File: config.mk
export PLATFORM = sky130hd
export DESIGN_NAME = spi_request_arbiter
export DESIGN_NICKNAME = d
export VERILOG_FILES = /design/src/rtl/spi_request_arbiter.sv
export SDC_FILE = /design/constraint.sdc
export NUM_CORES = 1
export LEC_CHECK = 0
export CAP_MARGIN = 20
export CORE_AREA = 2 2 129 131
export DETAILED_ROUTE_END_ITERATION = 8
export DIE_AREA = 0 0 131 133
export PLACE_DENSITY = 0.76
export SLEW_MARGIN = 20
export SYNTH_ARGS = -nofsm -noshare
export SYNTH_HDL_FRONTEND = slang
export SYNTH_SLANG_ARGS = --single-unit
File: constraint.sdc
create_clock -name i_clk -period 7.53 [get_ports i_clk]
set_clock_uncertainty 0.15 [all_clocks]
set_input_delay 1.1295 -clock i_clk [delete_from_list [all_inputs] [get_ports i_clk]]
set_output_delay 1.1295 -clock i_clk [all_outputs]
set_load 0.05 [all_outputs]
File: src/rtl/spi_request_arbiter.sv
// Round-robin arbiter sharing one SPI controller between N_REQ requesters, with per-requester chip-select demux.
// Optional watchdog: define SPI_ARB_TIMEOUT_EN to abort transactions that run longer than TIMEOUT_CYCLES.
module spi_request_arbiter #(
    parameter int N_REQ          = 4,
    parameter int TIMEOUT_CYCLES = 65535
) (
    input  logic                 i_clk,
    input  logic                 i_reset,
    input  logic [N_REQ-1:0]     i_req_valid,
    output logic [N_REQ-1:0]     o_req_ready,
    input  logic [32*N_REQ-1:0]  i_req_din,
    input  logic [8*N_REQ-1:0]   i_req_mosi_width,
    input  logic [8*N_REQ-1:0]   i_req_miso_width,
    input  logic [2*N_REQ-1:0]   i_req_mode,
    output logic [N_REQ-1:0]     o_resp_valid,
    output logic [31:0]          o_resp_data,
    output logic                 o_resp_err,
    output logic                 o_spi_kick,
    output logic [31:0]          o_spi_din,
    output logic [7:0]           o_spi_mosi_width,
    output logic [7:0]           o_spi_miso_width,
    output logic                 o_spi_cpol,
    output logic                 o_spi_cpha,
    input  logic                 i_spi_busy,
    input  logic [31:0]          i_spi_dout,
    input  logic                 i_spi_cs,
    output logic [N_REQ-1:0]     o_cs_n,
    output logic                 o_arb_busy
);

    localparam int IW = (N_REQ > 1) ? $clog2(N_REQ) : 1;
    localparam logic [N_REQ-1:0] ONE_HOT0 = N_REQ'(1);

    typedef enum logic [2:0] {
        S_IDLE,
        S_LAUNCH,
        S_WAIT_BUSY,
        S_WAIT_DONE,
        S_RESPOND,
        S_GAP
    } state_t;

    state_t            r_state;
    state_t            w_state_next;
    logic [IW-1:0]     r_grant_idx;
    logic [IW-1:0]     r_last_grant;
    logic [IW-1:0]     w_grant_idx;
    logic [IW-1:0]     w_cand;
    logic              w_found;
    logic              w_any_req;
    logic              w_timeout;
    logic              w_enter_launch;
    logic              w_enter_respond;
    logic [N_REQ-1:0]  r_req_ready;
    logic [N_REQ-1:0]  r_resp_valid;
    logic [31:0]       r_resp_data;
    logic [31:0]       r_spi_din;
    logic [7:0]        r_spi_mosi_width;
    logic [7:0]        r_spi_miso_width;
    logic [1:0]        r_spi_mode;

    assign w_any_req = |i_req_valid;

    // Search starts one past the previous winner so every requester is reached within N_REQ grants.
    always_comb begin
        w_grant_idx = r_last_grant;
        w_found     = 1'b0;
        w_cand      = '0;
        for (int k = 1; k <= N_REQ; k++) begin
            w_cand = IW'((int'(r_last_grant) + k) % N_REQ);
            if (!w_found && i_req_valid[w_cand]) begin
                w_grant_idx = w_cand;
                w_found     = 1'b1;
            end
        end
    end

`ifdef SPI_ARB_TIMEOUT_EN
    localparam logic [15:0] TIMEOUT_LIMIT = 16'(TIMEOUT_CYCLES - 1);
    logic [15:0] r_timeout_cnt;
    logic        r_resp_err;

    always_ff @(posedge i_clk or posedge i_reset) begin
        if (i_reset) begin
            r_timeout_cnt <= '0;
        end else if (r_state == S_LAUNCH) begin
            r_timeout_cnt <= '0;
        end else if (r_state == S_WAIT_BUSY || r_state == S_WAIT_DONE) begin
            r_timeout_cnt <= r_timeout_cnt + 16'd1;
        end
    end

    assign w_timeout = (r_state == S_WAIT_BUSY || r_state == S_WAIT_DONE) &&
                       (r_timeout_cnt == TIMEOUT_LIMIT);
`else
    assign w_timeout = 1'b0;
`endif

    always_ff @(posedge i_clk or posedge i_reset) begin
        if (i_reset) begin
            r_state <= S_IDLE;
        end else begin
            r_state <= w_state_next;
        end
    end

    always_comb begin
        w_state_next = r_state;
        case (r_state)
            S_IDLE:      if (w_any_req) w_state_next = S_LAUNCH;
            S_LAUNCH:    w_state_next = S_WAIT_BUSY;
            S_WAIT_BUSY: if (i_spi_busy) w_state_next = S_WAIT_DONE;
            S_WAIT_DONE: if (!i_spi_busy) w_state_next = S_RESPOND;
            S_RESPOND:   w_state_next = S_GAP;
            S_GAP:       w_state_next = S_IDLE;
            default:     w_state_next = S_IDLE;
        endcase
        if (w_timeout) begin
            w_state_next = S_RESPOND;
        end
    end

    // KICK spans LAUNCH and WAIT_BUSY only, so RESPOND/GAP/IDLE give it a low run before each rise.
    always_comb begin
        o_spi_kick = (r_state == S_LAUNCH) || (r_state == S_WAIT_BUSY);
        o_arb_busy = (r_state != S_IDLE);
    end

    assign w_enter_launch  = (r_state == S_IDLE) && (w_state_next == S_LAUNCH);
    assign w_enter_respond = (r_state != S_RESPOND) && (w_state_next == S_RESPOND);

    always_ff @(posedge i_clk or posedge i_reset) begin
        if (i_reset) begin
            r_grant_idx      <= '0;
            r_last_grant     <= IW'(N_REQ - 1);
            r_req_ready      <= '0;
            r_resp_valid     <= '0;
            r_resp_data      <= '0;
            r_spi_din        <= '0;
            r_spi_mosi_width <= '0;
            r_spi_miso_width <= '0;
            r_spi_mode       <= '0;
        end else begin
            r_req_ready  <= '0;
            r_resp_valid <= '0;
            if (w_enter_launch) begin
                r_grant_idx      <= w_grant_idx;
                r_last_grant     <= w_grant_idx;
                r_req_ready      <= ONE_HOT0 << w_grant_idx;
                r_spi_din        <= i_req_din[32*w_grant_idx +: 32];
                r_spi_mosi_width <= i_req_mosi_width[8*w_grant_idx +: 8];
                r_spi_miso_width <= i_req_miso_width[8*w_grant_idx +: 8];
                r_spi_mode       <= i_req_mode[2*w_grant_idx +: 2];
            end
            if (w_enter_respond) begin
                r_resp_valid <= ONE_HOT0 << r_grant_idx;
                r_resp_data  <= w_timeout ? 32'd0 : i_spi_dout;
            end
        end
    end

`ifdef SPI_ARB_TIMEOUT_EN
    always_ff @(posedge i_clk or posedge i_reset) begin
        if (i_reset) begin
            r_resp_err <= 1'b0;
        end else if (w_enter_respond) begin
            r_resp_err <= w_timeout;
        end
    end
    assign o_resp_err = r_resp_err;
`else
    assign o_resp_err = 1'b0;
`endif

    assign o_req_ready      = r_req_ready;
    assign o_resp_valid     = r_resp_valid;
    assign o_resp_data      = r_resp_data;
    assign o_spi_din        = r_spi_din;
    assign o_spi_mosi_width = r_spi_mosi_width;
    assign o_spi_miso_width = r_spi_miso_width;
    assign o_spi_cpol       = r_spi_mode[1];
    assign o_spi_cpha       = r_spi_mode[0];

    genvar gi;
    generate
        for (gi = 0; gi < N_REQ; gi++) begin : g_cs_demux
            assign o_cs_n[gi] = ((r_state != S_IDLE) && (r_grant_idx == IW'(gi))) ? i_spi_cs : 1'b1;
        end
    endgenerate

endmodule
==> results.ini, run 1 <==
[synthesis]
synth_warnings=0
ys_top_cells_by_area=sky130_fd_sc_hd__dfrtp_1, sky130_fd_sc_hd__o31ai_1, sky130_fd_sc_hd__mux2_2
yosysSeqAreaShare=0.438
synth.most_common_cell=sky130_fd_sc_hd__dfrtp_1
library_cell_with_the_largest_summed_area_after_synthesis=sky130_fd_sc_hd__dfrtp_1
ys_dominant_reg_cell=sky130_fd_sc_hd__dfrtp_1
synth_seq_cells=97
synth_enable_flop_cells=0
synth_top_area_share=0.429
postSynthAreaPerCell_um2=10.5
asyncSetResetFlopFracSynth=1.00
synth_common_cells=sky130_fd_sc_hd__dfrtp_1, sky130_fd_sc_hd__nand4_1, sky130_fd_sc_hd__o31ai_1
synth.lib_cells_used.distinct=43
cell_area_synth_mm2=0.00555
synth_nets=766
syn-instance-count=526

[die]
core_mm2=0.0162
die_area_mm2=0.0174
floorplan.io_pins=337
row_count=47
die_w_um=131
die-height_um=133
starting_density_of_the_core=0.343

[global_route]
first_global_vias=5877
grt_antenna_before_repair=0
gr-total-overflow=0
global_route_wire_length_before_repair_um=32600
grt_start_max_net_pins=83
grt_usage=0.243

[cells_and_area]
layout-drive-gt1-share=0.0897
diodes=0
syn_to_final_growth_pct=68.2
design.final.nets=1060
stdcell_count=1045

[timing]
fin_worst_hold_slack_ns=0.340
fin_crit_ns=3.97
fmax_mhz=252
rsz0062_at_grt=false
finalCritPeriodShare=0.527
number_of_failing_setup_endpoints_in_the_final_timing_report=0
worst_slew_pin_slew_ns=1.09
report.final.slew_viol_count=0
max-slew-margin-rel=0.273
finalHoldViolations=0
total_negative_setup_slacks_ns=0

[worst_setup_path]
worstSetupPathType=flop to output port
cp_data_arrival_time_ns=2.69
critical_path.max_fanout=7
critical_path.startpoint=r_state[2]$_DFF_PP0_
timing.critical_path.required_ns=6.25
timing.critical_path.to_type=output port
cp-start-kind=flop
reg2reg_start=r_state[2]$_DFF_PP0_

[power]
powerDensity_mw_per_mm2=425
combinationalPowerShare=0.642
peakVddDrop_mv=0.222
power.leakage_nw=3.76
pwr-share-seq=0.233
p_int_mw=1.98
power_frac_clock=0.125
switching_power_mw=1.98
switching_share=0.500

[clock_network]
clock_path_buffers=2
clk_pin_slew_ns=0.07
clock_sink_count=97
clk_root_buffer_cell=sky130_fd_sc_hd__clkbuf_16
number_of_resized_instances_in_the_post_cts_repair_step=0
cts-buffers-inserted=9
postCtsSetupBuffers=0
postCtsHoldBufs=0
clock_tree_from_tritoncts=built
cts_htree_levels=3
clk-insertion-delay-late_ns=0.35

[min_path]
worst_hold_check_path_type=flop to flop
min_from=o_resp_data[25]$_DFFE_PP0P_

[flow_run]
cap_violations=0

[status]
outcome=finished, final reports clean

[placed_design]
routabilityCongestion=0.820
post-place-cells=1029
port-buffer-count=335
detailedPlacementHpwl_um=14800

[route]
drt_pre_antenna_iters=6
vias_per_cell=5.51
routed_wire_length_um=21400
remaining_drc_errors=0
routedWlPerCell_um=20.5
drt_first_iter_violations=368
dr_total_vias=5763
postRouteAntennaNets=0

==> area by class of cell <==
cell class	count	area (um^2)
Clock buffer	10	239
Tap cell	220	275
Multi-Input combinational cell	366	2880
Timing Repair Buffer	344	3420
Sequential cell	97	2430
Fill cell	1379	6840
Inverter	2	10.0
Clock inverter	6	73.8
==> per-layer routing <==
| metal | vias to the layer above | global-route usage | share of wire |
|---|---|---|---|
| met1 | 2777 | 0.289 | 0.38 |
| met4 | 0 | 0.0946 | 0.029 |
| met2 | 304 | 0.413 | 0.50 |
| met5 | - | 0 | 0 |
| met3 | 41 | 0.0659 | 0.094 |
| li1 | 2641 | - | - |
==> final timing paths <==
kind / to / slack (ns) / cells after the start
max: o_cs_n[3] / 3.56 / 4
min: o_resp_data[25]$_DFFE_PP0P_ / 0.34 / 1
max reg2reg: o_spi_miso_width[5]$_DFFE_PP0P_ / 4.14 / 4
min reg2reg: o_resp_data[25]$_DFFE_PP0P_ / 0.34 / 1
max in group asynchronous: o_resp_data[27]$_DFFE_PP0P_ / 5.02 / 3
min in group asynchronous: o_spi_din[1]$_DFFE_PP0P_ / 1.00 / 2
==> cell usage in the layout (no fill, tap or decap), drive strengths merged, types with 3 or more instances in the layout <==
cell type	netlist	layout
a221o	20	20
a211o	30	30
o211ai	30	30
o31ai	51	51
nor3	5	5
a21oi	25	25
and3b	3	3
buf	21	9
clkbuf	40	10
nor2	9	9
mux2	52	52
a21o	3	3
dfrtp	95	95
nand4	50	50
and2	3	3
mux2i	30	30
clkdlybuf4s50	0	335
inv	2	4
nand2	37	37
==> per-stage QoR <==
step / worst slack [ns] / utilization / cell area, um^2 / power (mW)
final: 3.56 / 0.577 / 9330 / 3.96
after floorplan: 3.72 / - / 5550 / 2.63
after detailed placement: 3.48 / 0.558 / 9020 / 3.47
after global placement: 3.50 / 0.558 / 9020 / 3.44
after global routing: 3.47 / 0.577 / 9330 / 4.17
after CTS: 3.59 / 0.577 / 9330 / 3.98
==> flip-flops by register name, summed over array words and instances, names as in the netlist <==
| signal | count |
|---|---|
| o_resp_valid | 4 |
| r_spi_mode | 2 |
| o_spi_din | 32 |
| r_last_grant | 2 |
| o_spi_miso_width | 8 |
| o_resp_data | 32 |
| o_spi_mosi_width | 8 |
| r_grant_idx | 2 |
| r_state | 3 |
| o_req_ready | 4 |
==> worst max-delay path: stages, from the launching register on <==
cell,delay [ns]
sky130_fd_sc_hd__dfrtp_1,0.48
sky130_fd_sc_hd__nor3_1,0.73
sky130_fd_sc_hd__nor2_1,0.18
sky130_fd_sc_hd__nand3_1,0.14
sky130_fd_sc_hd__clkdlybuf4s50_1,0.80
==> power groups by stage <==
stage | clock, mW | sequential (mW) | combinational, mW
final | 0.494 | 0.922 | 2.54
after floorplan | 0 | 1.67 | 0.960
after detailed placement | 0 | 0.929 | 2.54
after global routing | 0.527 | 0.955 | 2.68
after CTS | 0.504 | 0.922 | 2.55
after global placement | 0 | 0.920 | 2.52
==> cell families after synthesis <==
| group | Yosys count | share of synthesized area |
|---|---|---|
| flops | 97 | 0.438 |
| mux | 82 | 0.160 |
| compound gates | 163 | 0.228 |
| buf+inv | 63 | 0.0512 |
| other cells | 1 | 0.000676 |
| simple gates | 119 | 0.120 |
| xor+xnor | 1 | 0.00158 |
(Power assumes the default switching activity.)
==> run 2, diff against run 1 <==
- CORE_AREA: 2 2 129 131 -> default
- CORE_UTILIZATION: default -> 34
- DIE_AREA: 0 0 131 133 -> default
- PLACE_DENSITY: 0.76 -> 0.77
- clock period: 7.53 -> 3.52 ns (I/O delays scaled with it)
==> run 2 against run 1 <==
Global-route usage down 0.33 points. Clock power up 110%. Combinational power up 120%. Utilization up 1.4 points. First-iteration DRC count down 1.1%. Worst hold slack worse by 0.0057 ns. Via count down 0.94%. Power up 110%. Register-to-register slack worse by 3.1 ns. Critical path depth unchanged. Critical path type unchanged. Worst setup slack worse by 2.9 ns.
==> results.ini, run 2 (same netlist as run 1, synthesis figures left out) <==
[flow_run]
cap_violations=0  ; unchanged

[power]
peakVddDrop_mv=0.427  ; +93%
powerDensity_mw_per_mm2=905  ; +110%
power.leakage_nw=3.80  ; +1.1%

[die]
starting_density_of_the_core=0.349  ; +0.00619
core_mm2=0.0159  ; -1.8%
die-height_um=130  ; -2.5%
die_area_mm2=0.0168  ; -3.4%
row_count=46  ; -2.1%
floorplan.io_pins=337  ; unchanged
die_w_um=130  ; -0.97%

[route]
met2RoutedLength_um=10100  ; -5.3%
met1_wire_length_um=8080  ; about the same
routed_wire_length_um=20600  ; -3.6%
drt_first_iter_violations=364  ; -1.1%
vias_per_cell=5.44  ; -1.3%
drt_pre_antenna_iters=5  ; -1
remaining_drc_errors=0  ; unchanged
postRouteAntennaNets=0  ; unchanged
detailroute.wirelength.met3_um=1800  ; -11%
dr_total_vias=5709  ; -0.94%
routedWlPerCell_um=19.7  ; -3.9%
route.top_layer_used=met4

[min_path]
min_path_cells=1  ; unchanged
worst_hold_check_path_type=flop to flop

[cells_and_area]
layout-drive-gt1-share=0.0950  ; +0.00525
syn_to_final_growth_pct=69.3
layout.cells.most_common_list=sky130_fd_sc_hd__clkdlybuf4s50_1, sky130_fd_sc_hd__dfrtp_1, sky130_fd_sc_hd__nand4_1, sky130_fd_sc_hd__o31ai_1, sky130_fd_sc_hd__nand2_1
design.final.nets=1067  ; +0.66%
layout_commonest_cell=sky130_fd_sc_hd__clkdlybuf4s50_1

[clock_network]
clock_path_buffers=2  ; unchanged
cts-buffers-inserted=9  ; unchanged
clk-insertion-delay-late_ns=0.35  ; about the same
cts_htree_levels=3  ; unchanged
clk_pin_slew_ns=0.07  ; about the same
number_of_resized_instances_in_the_post_cts_repair_step=0  ; unchanged
clock_tree_from_tritoncts=built
clk_root_buffer_cell=sky130_fd_sc_hd__clkbuf_16
clock_sink_count=97  ; unchanged
postCtsSetupBuffers=0  ; unchanged
postCtsHoldBufs=0  ; unchanged

[placed_design]
dp_worst_setup_slack_ns=0.430  ; -3.05 ns
detailedPlacementHpwl_um=14800  ; -0.17%
routabilityCongestion=0.761  ; -7.1%
port-buffer-count=335  ; unchanged

[worst_setup_path]
worst-path-stages=4  ; unchanged
cp_data_arrival_time_ns=2.21  ; -0.48 ns
slowest_delay_ns=0.81  ; about the same
cp-start-kind=flop
critical_path.n_buffers_inverters=1  ; unchanged
timing.critical_path.to_type=output port
critical_path.cell_chain=nor3_1, nor2_1, nand3b_1, clkdlybuf4s50_1
worstSetupPathType=flop to output port
critical_path.max_fanout=7  ; unchanged
reg2reg_depth=6  ; +2
slowest_library_cell_on_the_worst_path=sky130_fd_sc_hd__clkdlybuf4s50_1
timing.critical_path.required_ns=2.84  ; -3.41 ns
path_delay_family=buffers and inverters

[global_route]
grt_start_max_net_pins=58  ; -30%
grt_usage=0.240  ; -0.00329
first_global_vias=5843  ; -0.58%
grt_antenna_before_repair=1  ; +1
gr-total-overflow=0  ; unchanged
global_route_wire_length_before_repair_um=30800  ; -5.5%

[timing]
rsz0062_at_grt=false
number_of_failing_setup_endpoints_in_the_final_timing_report=0  ; unchanged
max-slew-margin-rel=0.501  ; +0.227
fin_crit_ns=2.88
finalHoldViolations=0  ; unchanged
worst_slew_pin_slew_ns=0.749  ; -0.341 ns
report.final.slew_viol_count=0  ; unchanged
fmax_mhz=347
total_negative_setup_slacks_ns=0  ; unchanged
finalCritPeriodShare=0.819
post_route_worst_setup_slack_ns=0.636  ; -2.92 ns

[status]
outcome=finished, final reports clean

[run 2: power breakdown]
part	internal [mW]	switching, mW
clock	0.576	0.445
combinational	2.06	3.44
sequential	1.65	0.331
[run 2: final timing paths]
kind / startpoint / to / slack, ns
setup / recovery: r_state[2]$_DFF_PP0_ / o_cs_n[2] / 0.64
hold / removal: o_resp_data[25]$_DFFE_PP0P_ / o_resp_data[25]$_DFFE_PP0P_ / 0.33
setup reg to reg: r_last_grant[1]$_DFFE_PP1P_ / o_spi_din[25]$_DFFE_PP0P_ / 1.08
hold reg to reg: o_resp_data[25]$_DFFE_PP0P_ / o_resp_data[25]$_DFFE_PP0P_ / 0.33
max in group asynchronous: i_reset / r_last_grant[0]$_DFFE_PP1P_ / 1.96
min in group asynchronous: i_reset / o_spi_din[19]$_DFFE_PP0P_ / 0.52
[run 2: cell type report]
class | instances | area (um^2)
timing repair buffer | 351 | 3500
clock inverter | 5 | 63.8
clock buffer | 11 | 243
sequential | 97 | 2430
inverter | 2 | 10.0
multi-input combinational | 366 | 2880
antenna | 1 | 2.50
fill | 1397 | 6490
tap | 216 | 270
[run 2: layer usage]
metal,vias up,GRT usage
met5,-,0
met4,0,0.107
met3,39,0.0672
met2,292,0.418
met1,2728,0.273
li1,2650,-
[run 2: metrics by stage]
stage / area, um^2 / utilization / hold WS (ns) / power (mW) / instances
after floorplan: 5550 / - / 0.370 / 5.62 / 526
after global placement: 9080 / 0.572 / 0.316 / 7.42 / 1032
after detailed placement: 9080 / 0.572 / 0.325 / 7.52 / 1032
after CTS: 9390 / 0.591 / 0.341 / 8.55 / 1048
after global routing: 9390 / 0.591 / 0.354 / 8.92 / 1049
final: 9390 / 0.591 / 0.335 / 8.50 / 1049
==> run 3, diff against run 2 <==
- CORE_AREA: default -> 2 2 129 131
- CORE_UTILIZATION: 34 -> default
- DIE_AREA: default -> 0 0 131 133
- PLACE_DENSITY: 0.77 -> 0.76
- clock period: 3.52 -> 2.8 ns (I/O delays scaled with it)
==> run 3 against run 2 <==
First-iteration DRC count is 16% lower. Critical path depth decreased by 1. Sequential cell count is the same. Register-to-register slack worse by 0.66 ns. Combinational power rose by 29%. Worst hold slack gained 0.0022 ns. Die area rose by 3.5%. Sequential share of layout area decreased by 0.39 points. Critical endpoint is now o_arb_busy.
==> results.ini, run 3 (same netlist as run 1, synthesis figures left out) <==
[status]
outcome=finished, final reports clean

[die]
row_count=47  ; +2.2%
starting_density_of_the_core=0.343  ; -0.00619
die_area_mm2=0.0174  ; +3.5%
floorplan.io_pins=337  ; unchanged
die_w_um=131  ; +0.98%
core_mm2=0.0162  ; +1.8%
die-height_um=133  ; +2.5%

[global_route]
grt_usage=0.243  ; +0.00294
grt.met1_usage=0.292  ; +0.0193
first_global_vias=5837  ; -0.10%
grt_antenna_before_repair=1  ; unchanged
gr-total-overflow=0  ; unchanged
grt_start_max_net_pins=51  ; -12%
grt.met3_usage=0.0675  ; +0.000289
grt_busiest_layer=met2
global_route.usage.met2=0.404  ; -0.0142
global_route_wire_length_before_repair_um=32600  ; +5.8%

[route]
remaining_drc_errors=0  ; unchanged
routed_wire_length_um=21300  ; +3.2%
routedWlPerCell_um=20.0  ; +2.0%
dr_total_vias=5778  ; +1.2%
drt_pre_antenna_iters=5  ; unchanged
drt_first_iter_violations=307  ; -16%
postRouteAntennaNets=0  ; unchanged
vias_per_cell=5.44  ; about the same

[timing]
worst_slew_pin_slew_ns=0.691  ; -0.0581 ns
total_negative_setup_slacks_ns=0  ; unchanged
max-slew-margin-rel=0.538  ; +0.0378
finalHoldViolations=0  ; unchanged
fin_worst_hold_slack_ns=0.337  ; +0.00222 ns
finalCritPeriodShare=0.872
rsz0062_at_grt=false
number_of_failing_setup_endpoints_in_the_final_timing_report=0  ; unchanged
report.final.slew_viol_count=0  ; unchanged
fmax_mhz=409
fin_crit_ns=2.44

[cells_and_area]
final_core_utilization=0.590  ; -0.00150
design.final.nets=1076  ; +0.84%
stdcell_count=1062  ; +1.2%
layout-drive-gt1-share=0.109  ; +0.0144
syn_to_final_growth_pct=72.0
layout_commonest_cell=sky130_fd_sc_hd__clkdlybuf4s50_1
multiInputGateArea_mm2=0.00287  ; about the same
sequential_cell_area_mm2=0.00243  ; unchanged
fillers=1402  ; +0.36%
layout.cells.most_common_list=sky130_fd_sc_hd__clkdlybuf4s50_1, sky130_fd_sc_hd__dfrtp_1, sky130_fd_sc_hd__nand4_1, sky130_fd_sc_hd__o31ai_1, sky130_fd_sc_hd__nand2_1

[clock_network]
cts-buffers-inserted=9  ; unchanged
clk_root_buffer_cell=sky130_fd_sc_hd__clkbuf_16
cts_htree_levels=3  ; unchanged
clk_pin_slew_ns=0.07  ; about the same
clock_sink_count=97  ; unchanged
clock_path_buffers=2  ; unchanged
clk-insertion-delay-late_ns=0.34  ; about the same
number_of_resized_instances_in_the_post_cts_repair_step=0  ; unchanged
postCtsSetupBuffers=0  ; unchanged
postCtsHoldBufs=0  ; unchanged
clock_tree_from_tritoncts=built

[power]
switching_power_mw=5.33  ; +27%
power_frac_clock=0.118  ; -0.002
combinationalPowerShare=0.654  ; +0.007
peakVddDrop_mv=0.510  ; +19%
pwr-share-seq=0.229  ; -0.004
powerDensity_mw_per_mm2=1140  ; +26%
power.leakage_nw=3.87  ; +1.8%
p_int_mw=5.52  ; +29%
switching_share=0.491  ; -0.00449
fin_total_pwr_mw=10.9  ; +28%

[worst_setup_path]
cp_data_arrival_time_ns=1.87  ; -0.34 ns
cp-start-kind=flop
timing.critical_path.to_type=output port
worstSetupPathType=flop to output port
critical_path.max_fanout=7  ; unchanged
timing.critical_path.required_ns=2.23  ; -0.61 ns

[placed_design]
detailedPlacementHpwl_um=15700  ; +6.1%
routabilityCongestion=0.773  ; +1.5%
port-buffer-count=335  ; unchanged
post-place-cells=1045  ; +1.3%

[min_path]
worst_hold_check_path_type=flop to flop

[flow_run]
cap_violations=0  ; unchanged

-- run 3: changes by cell type in the layout (fill, tap and decap cells not counted), sizes merged --
cell / change
clkinvlp: +1
clkdlybuf4s50: -4
clkinv: -1
buf: +13
-- run 3: through the flow --
stage | worst slack, ns | area [um^2]
after floorplan | 0.555 | 5550
after global placement | 0.145 | 9230
after detailed placement | 0.127 | 9230
after CTS | 0.346 | 9540
after global routing | 0.228 | 9540
final | 0.358 | 9540
-- run 3: area by class of cell --
type                            count  share of cell area
Tap cell                          220              0.0289
Clock buffer                       11              0.0254
Sequential cell                    97               0.255
Inverter                            2             0.00118
Timing Repair Buffer              360               0.382
Multi-Input combinational cell    366               0.301
Antenna cell                        1            0.000262
Clock inverter                      5             0.00630
-- run 3: final timing paths --
kind	endpoint	slack, ns	cells past startpoint	from
worst max register to register	o_spi_din[24]$_DFFE_PP0P_	0.42	6	r_last_grant[1]$_DFFE_PP1P_
max in group asynchronous	r_last_grant[1]$_DFFE_PP1P_	1.41	3	i_reset
worst min register to register	o_resp_data[24]$_DFFE_PP0P_	0.34	1	o_resp_data[24]$_DFFE_PP0P_
worst max-delay path	o_arb_busy	0.36	3	r_state[2]$_DFF_PP0_
worst min-delay path	o_resp_data[24]$_DFFE_PP0P_	0.34	1	o_resp_data[24]$_DFFE_PP0P_
min in group asynchronous	o_spi_din[31]$_DFFE_PP0P_	0.36	2	i_reset
-- run 3: worst max-delay path, cell delays in order, from the launching register on --
cell	delay, ns
sky130_fd_sc_hd__dfrtp_1	0.46
sky130_fd_sc_hd__nor3_1	0.28
sky130_fd_sc_hd__inv_1	0.07
sky130_fd_sc_hd__clkdlybuf4s50_1	0.72
-- run 3: per-layer routing --
metal / wire, um / vias to the layer above / part of all wire
li1: - / 2677 / -
met1: 8050 / 2735 / 0.38
met2: 10500 / 326 / 0.49
met3: 2050 / 40 / 0.096
met4: 668 / 0 / 0.031
met5: 0 / - / 0
-- run 3: power by group through the flow --
| stage | sequential (mW) | combinational (mW) | clock, mW |
|---|---|---|---|
| 2_1_floorplan | 4.49 | 2.58 | 0 |
| 3_3_place_gp | 2.47 | 7.02 | 0 |
| 3_5_place_dp | 2.49 | 7.10 | 0 |
| 4_1_cts | 2.48 | 7.10 | 1.31 |
| 5_1_grt | 2.57 | 7.48 | 1.37 |
| 6_report | 2.48 | 7.09 | 1.28 |
